$ cat src/rtl/cp40_pkg.sv
// cp40_pkg: shared definitions for the cryptoprocessor_wrapper_40 command sequencer.
//   - opcode values carried in command bits [23:21]
//   - bit positions of the command fields
//   - cmd_t packed view of a command word and mk_cmd() to build one
//   - sequencer FSM state encoding
package cp40_pkg;

    localparam logic [2:0] OP_OUTPUT = 3'd0;
    localparam logic [2:0] OP_LOAD   = 3'd1;
    localparam logic [2:0] OP_COPY   = 3'd2;
    localparam logic [2:0] OP_ADD    = 3'd3;
    localparam logic [2:0] OP_SUB    = 3'd4;
    localparam logic [2:0] OP_MUL    = 3'd5;
    localparam logic [2:0] OP_WAIT   = 3'd6;
    localparam logic [2:0] OP_HALT   = 3'd7;

    localparam int OP_HI   = 23;
    localparam int OP_LO   = 21;
    localparam int SRC1_HI = 20;
    localparam int SRC1_LO = 14;
    localparam int SRC2_HI = 13;
    localparam int SRC2_LO = 7;
    localparam int DST_HI  = 6;
    localparam int DST_LO  = 0;
    // WAIT reuses src2 and dst as one 14-bit idle count
    localparam int WCNT_HI = 13;
    localparam int WCNT_LO = 0;

    typedef struct packed {
        logic [2:0] op;
        logic [6:0] src1;
        logic [6:0] src2;
        logic [6:0] dst;
    } cmd_t;

    typedef enum logic [1:0] {
        S_IDLE  = 2'd0,
        S_RUN   = 2'd1,
        S_WAIT  = 2'd2,
        S_DRAIN = 2'd3
    } state_t;

    function automatic logic [23:0] mk_cmd(input logic [2:0] op, input logic [6:0] src1,
                                           input logic [6:0] src2, input logic [6:0] dst);
        cmd_t c;
        c.op   = op;
        c.src1 = src1;
        c.src2 = src2;
        c.dst  = dst;
        return c;
    endfunction

endpackage

$ cat src/rtl/cp40_result_fifo.sv
// cp40_result_fifo: 2-entry first-word-fall-through FIFO for captured result share pairs.
// Ports:
//   clk, rst   clock, synchronous active-high reset (pointers/count only)
//   push       write push_data (dropped only if full and not popping)
//   push_data  DW-bit entry
//   pop        consume the head entry (ignored when empty)
//   valid      head entry present
//   data       head entry, forced to 0 while empty
//   count      number of stored entries (0..2)
module cp40_result_fifo #(
    parameter int DW = 80
) (
    input  logic          clk,
    input  logic          rst,
    input  logic          push,
    input  logic [DW-1:0] push_data,
    input  logic          pop,
    output logic          valid,
    output logic [DW-1:0] data,
    output logic [1:0]    count
);

    logic [DW-1:0] mem [2];
    logic          rd_ptr;
    logic          wr_ptr;
    logic          do_push;
    logic          do_pop;

    assign do_pop  = pop && (count != 2'd0);
    // When full, a simultaneous pop frees the head slot, which is the slot wr_ptr points at.
    assign do_push = push && ((count != 2'd2) || do_pop);

    always_ff @(posedge clk) begin
        if (rst) begin
            rd_ptr <= 1'b0;
            wr_ptr <= 1'b0;
            count  <= 2'd0;
        end else begin
            if (do_push) wr_ptr <= ~wr_ptr;
            if (do_pop)  rd_ptr <= ~rd_ptr;
            count <= count + 2'(do_push) - 2'(do_pop);
        end
    end

    always_ff @(posedge clk) begin
        if (do_push) mem[wr_ptr] <= push_data;
    end

    assign valid = (count != 2'd0);
    assign data  = valid ? mem[rd_ptr] : '0;

endmodule

$ cat src/rtl/cp40_sequencer.sv
// cp40_sequencer: command sequencer in front of cryptoprocessor_wrapper_40.
// A host writes a program of CMD_W-bit commands while idle, then pulses start; one command
// per cycle is issued to the wrapper through registered outputs.
// Ports:
//   clk, rst                  clock, synchronous active-high reset
//   prog_we/addr/wdata        program write port (dropped and err set while busy)
//   prog_len                  words to run, sampled on start
//   start                     begin at pc=0 (ignored while busy)
//   op_valid/op_ready/op_d1/2 operand share stream consumed by LOAD
//   res_valid/res_ready/res_d1/2  captured OUTPUT share pairs
//   get_output, data_en, ins_in, command_in, din_1, din_2  to wrapper (registered)
//   dout_1, dout_2            from wrapper, valid RD_LAT cycles after get_output
//   busy, done, err           status: running, end-of-program pulse, sticky write error
module cp40_sequencer
    import cp40_pkg::*;
#(
    parameter int W          = 40,
    parameter int CMD_W      = 24,
    parameter int PROG_DEPTH = 64,
    parameter int RD_LAT     = 1,
    localparam int PA        = $clog2(PROG_DEPTH)
) (
    input  logic             clk,
    input  logic             rst,
    input  logic             prog_we,
    input  logic [PA-1:0]    prog_addr,
    input  logic [CMD_W-1:0] prog_wdata,
    input  logic [PA:0]      prog_len,
    input  logic             start,
    input  logic             op_valid,
    output logic             op_ready,
    input  logic [W-1:0]     op_d1,
    input  logic [W-1:0]     op_d2,
    output logic             res_valid,
    input  logic             res_ready,
    output logic [W-1:0]     res_d1,
    output logic [W-1:0]     res_d2,
    output logic             get_output,
    output logic             data_en,
    output logic             ins_in,
    output logic [CMD_W-1:0] command_in,
    output logic [W-1:0]     din_1,
    output logic [W-1:0]     din_2,
    input  logic [W-1:0]     dout_1,
    input  logic [W-1:0]     dout_2,
    output logic             busy,
    output logic             done,
    output logic             err
);

    logic [CMD_W-1:0] prog_mem [PROG_DEPTH];

    state_t           state;
    logic [PA-1:0]    pc;
    logic [PA:0]      len;
    logic [13:0]      wait_cnt;
    // bit k set: an OUTPUT was issued k+1 cycles ago and its dout is still on the way
    logic [RD_LAT:0]  pend;

    logic [CMD_W-1:0] cur_word;
    logic [2:0]       cur_op;
    logic             last_word;
    int               pend_cnt;
    logic             out_credit;
    logic             iss_out;
    logic             iss_load;
    logic             iss_alu;
    logic             advance;

    logic [1:0]       fifo_cnt;
    logic [2*W-1:0]   res_data;

    assign cur_word  = prog_mem[pc];
    assign cur_op    = cur_word[OP_HI:OP_LO];
    assign last_word = ((PA+1)'(pc) == (len - (PA+1)'(1)));
    assign busy      = (state != S_IDLE);
    assign op_ready  = (state == S_RUN) && (cur_op == OP_LOAD);

    always_ff @(posedge clk) begin
        if (prog_we && !busy) prog_mem[prog_addr] <= prog_wdata;
    end

    // An OUTPUT is only issued when a FIFO slot is guaranteed for its capture, so the
    // capture path never has to drop data.
    always_comb begin
        pend_cnt = 0;
        for (int i = 0; i <= RD_LAT; i++) begin
            if (pend[i]) pend_cnt = pend_cnt + 1;
        end
        out_credit = (int'(fifo_cnt) + pend_cnt) < 2;
    end

    always_comb begin
        iss_out  = 1'b0;
        iss_load = 1'b0;
        iss_alu  = 1'b0;
        if (state == S_RUN) begin
            case (cur_op)
                OP_OUTPUT: iss_out  = out_credit;
                OP_LOAD:   iss_load = op_valid;
                OP_COPY, OP_ADD, OP_SUB, OP_MUL: iss_alu = 1'b1;
                default: ;
            endcase
        end
        advance = iss_out || iss_load || iss_alu;
    end

    // ---- issue stage -> wrapper output registers ----
    always_ff @(posedge clk) begin
        if (rst) begin
            state      <= S_IDLE;
            pc         <= '0;
            len        <= '0;
            wait_cnt   <= '0;
            pend       <= '0;
            get_output <= 1'b0;
            data_en    <= 1'b0;
            ins_in     <= 1'b0;
            command_in <= '0;
            din_1      <= '0;
            din_2      <= '0;
            done       <= 1'b0;
            err        <= 1'b0;
        end else begin
            // wrapper strobes and data are zero in every non-issue cycle
            get_output <= 1'b0;
            data_en    <= 1'b0;
            ins_in     <= 1'b0;
            command_in <= '0;
            din_1      <= '0;
            din_2      <= '0;
            done       <= 1'b0;
            pend       <= {pend[RD_LAT-1:0], iss_out};

            if (prog_we && busy) err <= 1'b1;

            case (state)
                S_IDLE: begin
                    if (start) begin
                        err   <= 1'b0;
                        pc    <= '0;
                        len   <= prog_len;
                        state <= (prog_len == '0) ? S_DRAIN : S_RUN;
                    end
                end
                S_RUN: begin
                    if (iss_out) begin
                        get_output <= 1'b1;
                        command_in <= cur_word;
                    end
                    if (iss_load) begin
                        data_en    <= 1'b1;
                        ins_in     <= 1'b1;
                        command_in <= cur_word;
                        din_1      <= op_d1;
                        din_2      <= op_d2;
                    end
                    if (iss_alu) begin
                        ins_in     <= 1'b1;
                        command_in <= cur_word;
                    end
                    if (cur_op == OP_WAIT) begin
                        wait_cnt <= cur_word[WCNT_HI:WCNT_LO];
                        state    <= S_WAIT;
                    end else if (cur_op == OP_HALT) begin
                        state <= S_DRAIN;
                    end else if (advance) begin
                        if (last_word) state <= S_DRAIN;
                        else           pc    <= pc + PA'(1);
                    end
                end
                S_WAIT: begin
                    if (wait_cnt == 14'd0) begin
                        if (last_word) begin
                            state <= S_DRAIN;
                        end else begin
                            pc    <= pc + PA'(1);
                            state <= S_RUN;
                        end
                    end else begin
                        wait_cnt <= wait_cnt - 14'd1;
                    end
                end
                S_DRAIN: begin
                    if ((pend_cnt == 0) && (fifo_cnt == 2'd0)) begin
                        state <= S_IDLE;
                        done  <= 1'b1;
                    end
                end
                default: state <= S_IDLE;
            endcase
        end
    end

    // ---- capture stage: dout arrives RD_LAT+1 cycles after the issue cycle ----
    cp40_result_fifo #(
        .DW(2*W)
    ) u_fifo (
        .clk       (clk),
        .rst       (rst),
        .push      (pend[RD_LAT]),
        .push_data ({dout_1, dout_2}),
        .pop       (res_valid && res_ready),
        .valid     (res_valid),
        .data      (res_data),
        .count     (fifo_cnt)
    );

    assign res_d1 = res_data[2*W-1:W];
    assign res_d2 = res_data[W-1:0];

endmodule

$ cat config.mk
export PLATFORM = sky130hd
export DESIGN_NAME = cp40_sequencer
export DESIGN_NICKNAME = d
export VERILOG_FILES = /design/src/rtl/cp40_pkg.sv /design/src/rtl/cp40_result_fifo.sv /design/src/rtl/cp40_sequencer.sv
export SDC_FILE = /design/constraint.sdc
export NUM_CORES = 2
export LEC_CHECK = 0
export CORE_MARGIN = 2
export CORE_UTILIZATION = 45
export DETAILED_ROUTE_END_ITERATION = 8
export GPL_TIMING_DRIVEN = 1
export PLACE_DENSITY_LB_ADDON = 0.08
export SLEW_MARGIN = 10
export SYNTH_ARGS = -nofsm -noshare
export SYNTH_HDL_FRONTEND = slang
export SYNTH_SLANG_ARGS = --single-unit
$ cat constraint.sdc
create_clock -name clk -period 5.7 [get_ports clk]
set_input_delay 1.14 -clock clk [delete_from_list [all_inputs] [get_ports clk]]
set_output_delay 1.14 -clock clk [all_outputs]
set_load 0.03 [all_outputs]
* Word level (Yosys, flattened, before mapping) *
Memories as Yosys holds them, arrays and structs flattened. A register that Yosys moved wholly into a read port is not among the register bits.
Cells that the tools add are included.
W data, S select, Z words.

storage, ports and cells
  register bits = 144
  RAM bits = 1696
  bits of input ports = 203
  output and inout bits = 192
  word-level logic and storage cells = 129
  memories kept = 2

operators by class
  $add $sub $neg = 7
  magnitude comparators = 1
  equal/unequal tests = 22
  muxes and demuxes = 47
  bitwise gates (word level) = 5
  reductions and logical operators = 29

memories
  name        words  bits a word  rd ports  clocked after memory_dff  write ports  RTL line                RTL
  prog_mem    64     24           1         1                         1            cp40_sequencer.sv:51    logic [CMD_W-1:0] prog_mem [PROG_DEPTH];
  u_fifo.mem  2      80           1         1                         1            cp40_result_fifo.sv:23  logic [DW-1:0] mem [2];

operators with widths
  kind                     number
  $mux W80                 1
  $mux W24                 3
  $mux W6                  8
  $add A3 B32 Y32          1
  $add A32 B2 Y32 const B  1
  $logic_not A32 Y1        1
  $lt A32 B3 Y1 const B    1
  $mux W32                 1
  $mux W14                 2
  $pmux W14 S2             1
  $mux W1                  20
  $mux W2                  9
  $pmux W6 S3              1
  $ne A2 B2 Y1 const B     8
  $logic_not A14 Y1        1
  $sub A14 B1 Y14 const B  1
  $eq A3 B3 Y1 const B     4
  $ne A4 B2 Y1 const B     2
  $pmux W2 S4              1
  $eq A6 B7 Y1             1
  $logic_and A1 B1 Y1      7
  $logic_not A7 Y1         1
  $sub A7 B1 Y7 const B    1
  $add A6 B1 Y6 const B    1
  21 further kinds         33

* Depth between registers and ports, before layout *
  depth in word-level cells = 15
  mapped depth = 14
  depth with buffers taken out = 11

* Cells and area by module *
Synthesis repeated with hierarchy kept, for this count alone.

unflattened totals
  cell total of the unflattened synthesis = 3197
  area total of the unflattened synthesis = 70106.0 um^2

modules (own cells, without submodules)
  module            times used  cells an instance  area an instance (um^2)  seq. area each (um^2)
  cp40_sequencer    1           2833               63845.0                  49047.0
  cp40_result_fifo  1           364                6261.0                   4904.7

* Least setup slack after synthesis *
No wires, ideal clock.

  path type = input to register
  from = input port res_ready
  to = memory u_fifo.mem[0][0], enable pin
  library setup time = 0.528 ns
  data arrival time = 5.023 ns
  data required time = 5.172 ns
  path slack = 0.149 ns
  cell stages on the path = 3
  path buffers = 0
  cells stage by stage = nor2_1 > a21oi_1 > nor2b_1

on the way
  longest elaborated chain between the ends = 6

ends and longest elaborated chain
  element                        RTL line                RTL
  from (decl)                    cp40_sequencer.sv:35    input logic res_ready,
  $logic_and A1 B1 Y1            cp40_sequencer.sv:203   .pop (res_valid && res_ready),
  $logic_and A1 B1 Y1            cp40_result_fifo.sv:29  assign do_pop = pop && (count != 2'd0);
  $logic_or A1 B1 Y1             cp40_result_fifo.sv:31  assign do_push = push && ((count != 2'd2) || do_pop);
  $logic_and A1 B1 Y1            cp40_result_fifo.sv:31
  named net u_fifo.do_push       cp40_result_fifo.sv:26  logic do_push;
  $mux W1                        cp40_result_fifo.sv:46  if (do_push) mem[wr_ptr] <= push_data;
  $mux W1 (not written as such)  cp40_result_fifo.sv:46
  to (decl)                      cp40_result_fifo.sv:23

The timed path passes the listed nets, and every way through them passes these cells.

==> key figures <==
Worst hold path
  – HP Start: pend[0]$_SDFF_PP0_
  – Worst hold path cell count: 2
  – Hold Path Sink: pend[1]$_SDFF_PP0_
  – Min-Delay Path Class: flip-flop to flip-flop

Worst setup path
  – R2R depth: 10
  – CP Cell Sequence: buf_4, mux4_1, mux2i_1, a21oi_1, o211a_1, a21oi_1, buf_4, and2_1, and3_1, buf_12
  – CP Data Arrival Time: 4210 ps
  – Critical path class: flip-flop to output port
  – Critical Path Sink Type: output port
  – R2r setup slk: 1390 ps
  – Crit-path max cell delay: 680 ps
  – WP data required: 4560 ps
  – Crit-path max FO: 25
  – Worst setup SP type: flip-flop
  – RR Endpoint: din_1[1]$_SDFF_PP0_
  – Critical path's slowest cell: dfxtp_4

Placed design
  – DP HPWL: 103 mm
  – Worst slack, placed: 1170 ps
  – Placed cells: 5575
  – Dpl cell area: 76900 um^2
  – Routability congestion estimate: 0.842
  – Port bufs: 394

Finish
  – Area grow syn2layout: 18.2%
  – NumNets Final: 3934
  – Cell area after layout: 82900 um^2
  – Final core utilization: 0.537
  – Share of cells above drive strength 1: 0.248
  – Post-route insts no fill: 5925

Timing
  – Setup TNS Final: 0 ps
  – Hold Slack: 471 ps
  – RSZ-0062 raised after global routing: no
  – Relative slew slack: 0.222
  – Post-layout min period: 5350 ps
  – Final setup violation count: 0
  – Final Hold Viols: 0
  – Clk_skew: 22.4 ps
  – Slew @ Worst Pin: 1160 ps
  – Final worst setup slack: 349 ps
  – Final worst path period share: 0.939
  – Slew Limit Fails: 0
  – Max Fclk: 187 MHz

Synthesis
  – Syn Std Cell Area: 70100 um^2
  – Flops & latches, synth: 1847
  – Syn nets: 3403
  – EDFF count, synth: 1696
  – Sequential element share of the synthesized area: 0.770
  – Synth Warn #: 0
  – Synth area leaders: edfxtp_1, mux4_2, dfxtp_1
  – Syn Area/Cell: 22.0 um^2
  – Post-synthesis cell type count: 72
  – Synth area leader: edfxtp_1
  – Synth Flop Type: edfxtp_1
  – Synth top area share: 0.726
  – FFs w/ async S/R, synth: 0
  – Synthesized netlist cell count: 3188

Global route
  – Largest net degree at the start of global routing: 110
  – Number of global-route vias before repair: 35100
  – First-pass GRT wire length: 248 mm
  – Global route overflow: 0
  – Gr usage total: 0.219
  – Initial antenna violation count: 8

CTS
  – Clock Sinks: 1847
  – CTS H-Tree Depth: 4
  – Clk root buf: clkbuf_16
  – Post-CTS Setup Inserts: 0
  – Clock-pin slew on the worst setup and hold paths: 60 ps
  – CTS Buf Count: 186
  – Hold-fix buffers, CTS: 0
  – Bufs on Longest Clock Path: 3
  – Clk_lat worst skew: 810 ps
  – Post-cts resize count: 0
  – CTS tree: done

Routing
  – Antenna-violating nets left: 0
  – Routed wire per std cell: 29.4 um
  – Via count: 34000
  – DRC Markers: 0
  – Final wirelength: 174 mm
  – Avg Vias per Cell: 5.74
  – Iter 0 DRT Violations: 3395
  – Drt pass-1 iters: 5

Floorplanning
  – Num rows: 144
  – Die height: 399 um
  – Starting Density: 0.454
  – Die ar.: 159000 um^2
  – Placeable Area: 154000 um^2
  – Die Width: 399 um
  – I/O pin count: 395

Flow run
  – Max Cap Viol: 0

Power
  – Pleak: 25.4 nW
  – Clock share of power: 0.371
  – Switching power: 8.02 mW
  – PwrDens: 387 nW/um^2
  – Combinational power share: 0.156
  – Total power: 32.1 mW
  – Sw frac: 0.250
  – Flop pwr share: 0.473
  – Worst vdd ir: 312 uV
  – P_int: 24.0 mW

Run status
  – Status: completed
[worst max-delay path, delay by kind of cell, from the launching register on]
kind,cells,cell delay [ps]
muxes,2,830
buffers and inverters,3,760
DFF,1,680
AOI/OAI and AO/OA,3,620
and+or+nand+nor,2,470
[flip-flops by register name (all words and copies together), names as in the netlist, 2 cells and up, named ones only]
signal / count
din_1: 40
pc: 6
prog_mem: 1536
state: 2
din_2: 40
pend: 2
wait_cnt: 14
u_fifo.count: 2
u_fifo.mem: 160
command_in: 24
len: 7
[placed cells by master (no fill, tap or decap), types with 28 or more instances in the layout]
master           Yosys  routed
edfxtp_1          1696    1696
mux4_2             474     474
clkdlybuf4s50_1      0     369
clkbuf_16            0     193
dfxtp_1            151     144
nor2_1             192     126
buf_4                9     108
and2_1             106     105
mux2i_1             96      96
nand2_1             50      50
clkbuf_1            59      46
clkinv_1             1      45
a21oi_1             39      39
nor2_2               0      38
clkinv_2             0      30
nor2_4               0      28
[cells in the mapped netlist (15+ instances only)]
| cell type | n |
|---|---|
| mux2i_1 | 96 |
| nor2_1 | 192 |
| buf_2 | 57 |
| a21oi_1 | 39 |
| clkbuf_1 | 59 |
| o21ai_0 | 18 |
| nand3_1 | 23 |
| dfxtp_1 | 151 |
| edfxtp_1 | 1696 |
| mux4_1 | 15 |
| inv_1 | 18 |
| buf_1 | 22 |
| nand2_1 | 50 |
| mux4_2 | 474 |
| and2_1 | 106 |
[power by group through the flow]
stage / clock (mW) / sequential, mW / combinational (mW)
3_3_place_gp: 0 / 15.4 / 4.96
6_report: 11.9 / 15.2 / 4.99
3_5_place_dp: 0 / 15.5 / 5.05
4_1_cts: 12.2 / 15.2 / 5.06
2_1_floorplan: 0 / 15.4 / 3.32
5_1_grt: 12.7 / 15.2 / 5.31
[routing by layer]
metal / track usage / share of wire
met1: 0.305 / 0.42
met2: 0.363 / 0.49
met3: 0.0366 / 0.064
met4: 0.0513 / 0.019
met5: 0 / 0
[cells by family (layout without fill, tap and decap cells)]
family / Yosys count / count (layout) / synth area share
AOI/OAI and AO/OA: 109 / 109 / 0.0108
xor gates and xnor gates: 10 / 10 / 0.00125
adders and majority gates: 12 / 12 / 0.00225
buffers and inverters: 183 / 871 / 0.0134
DFF: 1847 / 1847 / 0.770
muxes: 590 / 590 / 0.172
other: 0 / 5 / 0
and+or+nand+nor: 437 / 437 / 0.0303
[worst max path at each step]
stage	start	endpoint	slack (ps)
after floorplan	res_ready	u_fifo.mem[0][0]$_DFFE_PP_	150
after global placement	flip-flop	op_ready	1270
after detailed placement	flip-flop	op_ready	1170
after CTS	flip-flop	op_ready	270
after global routing	flip-flop	op_ready	170
final	flip-flop	op_ready	350
[cell type report]
cell class	count	area [um^2]
Antenna cell	5	12.5
Clock buffer	245	5070
Clock inverter	100	865
Fill cell	11800	71600
Inverter	19	71.3
Multi-Input combinational cell	1158	15500
Sequential cell	1847	54000
Tap cell	2044	2560
Timing Repair Buffer	507	4770
Power figures use the tool's default switching activity.
